--- src/rtl/elastic_pipe_reg.sv ---
// Chain of DEPTH elastic register stages with a valid/ready handshake. Empty stages
// accept even when downstream stalls. Also provides a synchronous flush and an occupancy count.
module elastic_pipe_reg #(
    parameter int               WIDTH             = 32,
    parameter int               DEPTH             = 1,
    parameter logic [WIDTH-1:0] RESET_VALUE       = '0,
    parameter bit               FLUSH_CLEARS_DATA = 1'b0
) (
    input  logic                         clock,
    input  logic                         reset,
    input  logic                         flush,
    input  logic                         in_valid,
    output logic                         in_ready,
    input  logic [WIDTH-1:0]             in_data,
    output logic                         out_valid,
    input  logic                         out_ready,
    output logic [WIDTH-1:0]             out_data,
    output logic [$clog2(DEPTH+1)-1:0]   count
);

    localparam int CW = $clog2(DEPTH+1);

    logic [DEPTH-1:0] r_vld;
    logic [WIDTH-1:0] r_data [DEPTH];
    logic [CW-1:0]    r_count;

    logic [DEPTH-1:0] w_rdy;
    logic [DEPTH-1:0] w_prev_vld;
    logic [WIDTH-1:0] w_prev_data [DEPTH];
    logic             w_in_xfer;
    logic             w_out_xfer;

    // A stage is ready if downstream accepts or any stage from here to the output is empty;
    // this is the unrolled form of rdy[i] = !v[i] | rdy[i+1].
    for (genvar g = 0; g < DEPTH; g++) begin : g_stage
        assign w_rdy[g] = out_ready | ~(&r_vld[DEPTH-1:g]);
        if (g == 0) begin : g_head
            assign w_prev_vld[g]  = in_valid;
            assign w_prev_data[g] = in_data;
        end else begin : g_body
            assign w_prev_vld[g]  = r_vld[g-1];
            assign w_prev_data[g] = r_data[g-1];
        end
    end

    assign in_ready   = w_rdy[0] & ~flush;
    assign out_valid  = r_vld[DEPTH-1];
    assign out_data   = r_data[DEPTH-1];
    assign count      = r_count;
    assign w_in_xfer  = in_valid & in_ready;
    assign w_out_xfer = r_vld[DEPTH-1] & out_ready;

    always_ff @(posedge clock or negedge reset) begin
        if (!reset) begin
            r_vld <= '0;
            for (int i = 0; i < DEPTH; i++) begin
                r_data[i] <= RESET_VALUE;
            end
        end else if (flush) begin
            r_vld <= '0;
            if (FLUSH_CLEARS_DATA) begin
                for (int i = 0; i < DEPTH; i++) begin
                    r_data[i] <= RESET_VALUE;
                end
            end
        end else begin
            for (int i = 0; i < DEPTH; i++) begin
                if (w_rdy[i]) begin
                    r_vld[i] <= w_prev_vld[i];
                    if (w_prev_vld[i]) begin
                        r_data[i] <= w_prev_data[i];
                    end
                end
            end
        end
    end

    always_ff @(posedge clock or negedge reset) begin
        if (!reset) begin
            r_count <= '0;
        end else if (flush) begin
            r_count <= '0;
        end else begin
            r_count <= r_count + CW'(w_in_xfer) - CW'(w_out_xfer);
        end
    end

endmodule
--- config.mk ---
export PLATFORM = sky130hd
export DESIGN_NAME = elastic_pipe_reg
export DESIGN_NICKNAME = d
export VERILOG_FILES = /design/src/rtl/elastic_pipe_reg.sv
export SDC_FILE = /design/constraint.sdc
export NUM_CORES = 1
export LEC_CHECK = 0
export CAP_MARGIN = 20
export CORE_MARGIN = 8
export CORE_UTILIZATION = 54
export DETAILED_ROUTE_END_ITERATION = 12
export DONT_BUFFER_PORTS = 1
export MAX_ROUTING_LAYER = met4
export PLACE_DENSITY = 0.81
export SLEW_MARGIN = 20
export SYNTH_ARGS = -nofsm -noshare
export SYNTH_HDL_FRONTEND = slang
export SYNTH_SLANG_ARGS = --single-unit
--- constraint.sdc ---
create_clock -name clock -period 1.5 [get_ports clock]
set_input_delay 0.3 -clock clock [delete_from_list [all_inputs] [get_ports clock]]
set_output_delay 0.3 -clock clock [all_outputs]
set_load 0.05 [all_outputs]
# == Word level (Yosys, flattened, before mapping) ==
# Cells that the tools add are included.
# op_classes
addsub,2
n_mux,3
bitwise_logic,6
n_reduce_logical,2
# op_table
cell,count
$and A1 B1 Y1,3
$mux W1,3
$reduce_and A3 Y1,1
$not A1 Y1,2
$reduce_bool A2 Y1,1
$add A1 B1 Y1,1
$or A1 B1 Y1,1
$sub A1 B1 Y1,1
# totals
register_bits,34
output_inout_bits,35

# == Longest topological paths before layout ==
# depth
ltp_word,7
depth_mapped,4

# == Worst setup path after synthesis ==
# No wires, ideal clock.
# synth_timing
path_type,reg2out
from,"register r_vld, in the netlist out_valid"
to,output in_ready
arrival_time_ns,1.431
slack_ns,-0.231
path_stages_with_launch,3
path_cell_list,dfrtp_1 nor2b_4 nor2_1
# synth_between
elab_chain_len,3
# synth_rtl
element,line_no,rtl
from (decl),23,logic [DEPTH-1:0] r_vld;
"from (signal, indexed assignment)",69,r_vld[i] <= w_prev_vld[i];
$not A1 Y1,36,assign w_rdy[g] = out_ready | ~(&r_vld[DEPTH-1:g]);
$or A1 B1 Y1,36,
$and A1 B1 Y1,46,assign in_ready = w_rdy[0] & ~flush;
to (decl),13,"output logic in_ready,"
# No other way between the ends.

# == Worst setup path in the final report ==
# layout_timing
from,"register r_vld, in the netlist out_valid"
to,register r_data (netlist bit out_data[9])
# layout_between
elab_chain_len,3
# layout_rtl
element,line_no,rtl
$not A1 Y1,36,
$or A1 B1 Y1,36,
$reduce_and A3 Y1 (no line),--,
"to (signal, indexed assignment)",71,r_data[i] <= w_prev_data[i];
to (decl),24,logic [WIDTH-1:0] r_data [DEPTH];
# No other way between the ends.
# A chain may end at the register's enable or synchronous reset.

==> reports/metrics.yaml <==
status: "finished, final reports clean"
chipHeight_um: 65.4
cts.sinks: 34
syn_inst: 79
drc: 0
first_iter_violations: 33
design.die.area_um2: 4280
max_slew.worst_pin.slew_ps: 501
ys_types: 11
antenna_cells: 0
grt_max_degree: 35
globalRouteTotalUtil_pct: 13.1
ys_seq_area_share_pct: 64.5
synth_commonest_cells: "dfrtp_1 (34), mux2_2 (32), buf_6 (3), nor2_1 (3)"
finalHoldViolations: 0
arrival_ps: 1670
cp-startpoint: "out_valid"
slew_violations: 0
final_cells: 120
ys_ff_latch: 34
grt_pass1_wl_um: 4040
setup_viol: 0
wl_met2_um: 1210
grt_pass1_vias: 751
path_cells: "nor2b_4 > nor3b_4 > buf_12 > mux2_2"
core-area_um2: 2390
avgSynthCellArea_um2: 16.7
drive_above_1_share_pct: 54.4
powerDensity_nw_per_um2: 1700
path_buf_inv: 1
max_cap_violations: 0
htree_levels: 2
critPathCaptureType: "flop"
initial_core_util_pct: 55.3
clock-root-buffer: "clkbuf_4"
period_needed_ps: 1470
synthFlopType: "dfrtp_1"
netlist.area_leader.share_pct: 64.5
gp_congestion: 0.685
async_reset_ff_share_pct: 100
synth_area_um2: 1320
dpl.cell_count: 110
rsz0062_at_grt: "true"
worst-setup-path-type: "flop to flop"
wl_um: 2560
cpMaxStageDelayCell: "dfrtp_2"
io_buffer_count: 0
die_w_um: 65.4
fp-row-count: 18
synth_top_area_cell: "dfrtp_1"
fin_nets: 126
top_layer_used: "met4"
num_io_pins: 72
rr_startpoint: "out_valid"
yosys_warnings: 0
num-fill-cells: 183
viasPerCell: 5.56
cts_tree: "yes"
critPathMaxStageDelay_ps: 410
yosysMostFrequentCell: "dfrtp_1"
numCtsBuffers: 5
p_leak_nw: 0.636
fmax_ghz: 0.681
peakVddDrop_uv: 1000
vias: 667
synth_edf_count: 0
detail_route.first_pass.iterations: 4
hp-start: "flush"
route.layer.met1.wl_um: 889
grt.overflow.total: 0
antenna_found_initial: 0
path_delay_family: "flip-flops"
fin_area_um2: 1500
ys_top_cells_by_area: "dfrtp_1 (64%), mux2_2 (27%), buf_6 (2.6%)"
clockBufferDepth: 2
syn-num-nets: 116
skew_ps: 2.05
hpwl_um: 1940
routedWlPerCell_um: 21.3
start_kind: "flop"
clkLatencyLatePin_ps: 310
syn_to_final_growth_pct: 13.3
crit_required_ps: 1700
post_cts_buffers: 0
crit_fanout: 21
clkTransAtPathRegs_ps: 90
antenna_left: 0
slew_headroom_pct: 66.6
dpl_cell_area_um2: 1380
dr_wl_met3_um: 419
finalCritPeriodShare_pct: 97.9
hold_path.class: "primary input to flop"
## cell type report
cell class / count / area (µm²) / share of cell area, %
Multi-Input combinational cell: 42 / 438 / 29.3
Sequential cell: 34 / 852 / 57.0
Tap cell: 30 / 37.5 / 2.51
Clock buffer: 8 / 78.8 / 5.27
Timing Repair Buffer: 6 / 88.8 / 5.94
## flip-flops by register name, indices dropped and copies added (netlist names)
| name | flops |
|---|---|
| out_data | 32 |
| count | 1 |
| out_valid | 1 |
## cells by family (layout without fill, tap and decap cells)
group,count (synthesis),after routing,share of synthesized area (%)
compound gates,2,2,0.948
buf+inv,3,14,2.56
flops,34,34,64.5
mux,32,32,27.3
simple gates,8,8,4.74
## final timing paths
kind                       slack (ps)          end  depth (start not counted)
setup reg to reg                   30  out_data[9]                          4
hold reg to reg                   690    out_valid                          3
setup / recovery                   30  out_data[9]                          4
max in group asynchronous         850    out_valid                          2
min in group asynchronous         470  out_data[4]                          2
hold / removal                     30        count                          1
## layer usage
layer | vias to the layer above | track usage (%)
met5 | - | -
met4 | 0 | 6.54
met3 | 5 | 10.2
met2 | 47 | 18.6
met1 | 316 | 12.8
li1 | 299 | -
## where the power goes
group          total, mW  switching [mW]  internal, mW
Combinational      0.248          0.0927         0.155
Clock              0.591           0.270         0.320
Sequential          1.71           0.653          1.06
## stage by stage
step | power, mW | hold WS [ps] | setup slack (ps) | TNS [ps] | utilization (%)
finish | 2.55 | 32.2 | 32.1 | 0 | 62.6
global route | 2.67 | 0.0652 | -14.7 | -92.8 | 62.6
CTS | 2.58 | 14.6 | 31.5 | 0 | 62.5
detailed placement | 1.96 | 5.33 | 42.6 | 0 | 57.9
global placement | 1.95 | 5.29 | 68.3 | 0 | 57.9
floorplan | 1.89 | 4.41 | -98.0 | -2940 | -
## layout by cell type (no fill, tap or decap), drive strengths merged
master / n
dfrtp: 34
mux2: 32
clkbuf: 8
buf: 5
nor2: 3
nor2b: 1
nand3b: 1
nand2b: 1
nand3: 1
a21o: 1
a21oi: 1
nor3b: 1
dlygate4sd3: 1
## timing repair
action	4_1_cts	5_1_grt
gates resized for setup	0	1
endpoints found under the hold margin	34	0
setup endpoints to repair	0	12
hold buffers	2	0
(Power assumes the default switching activity.)
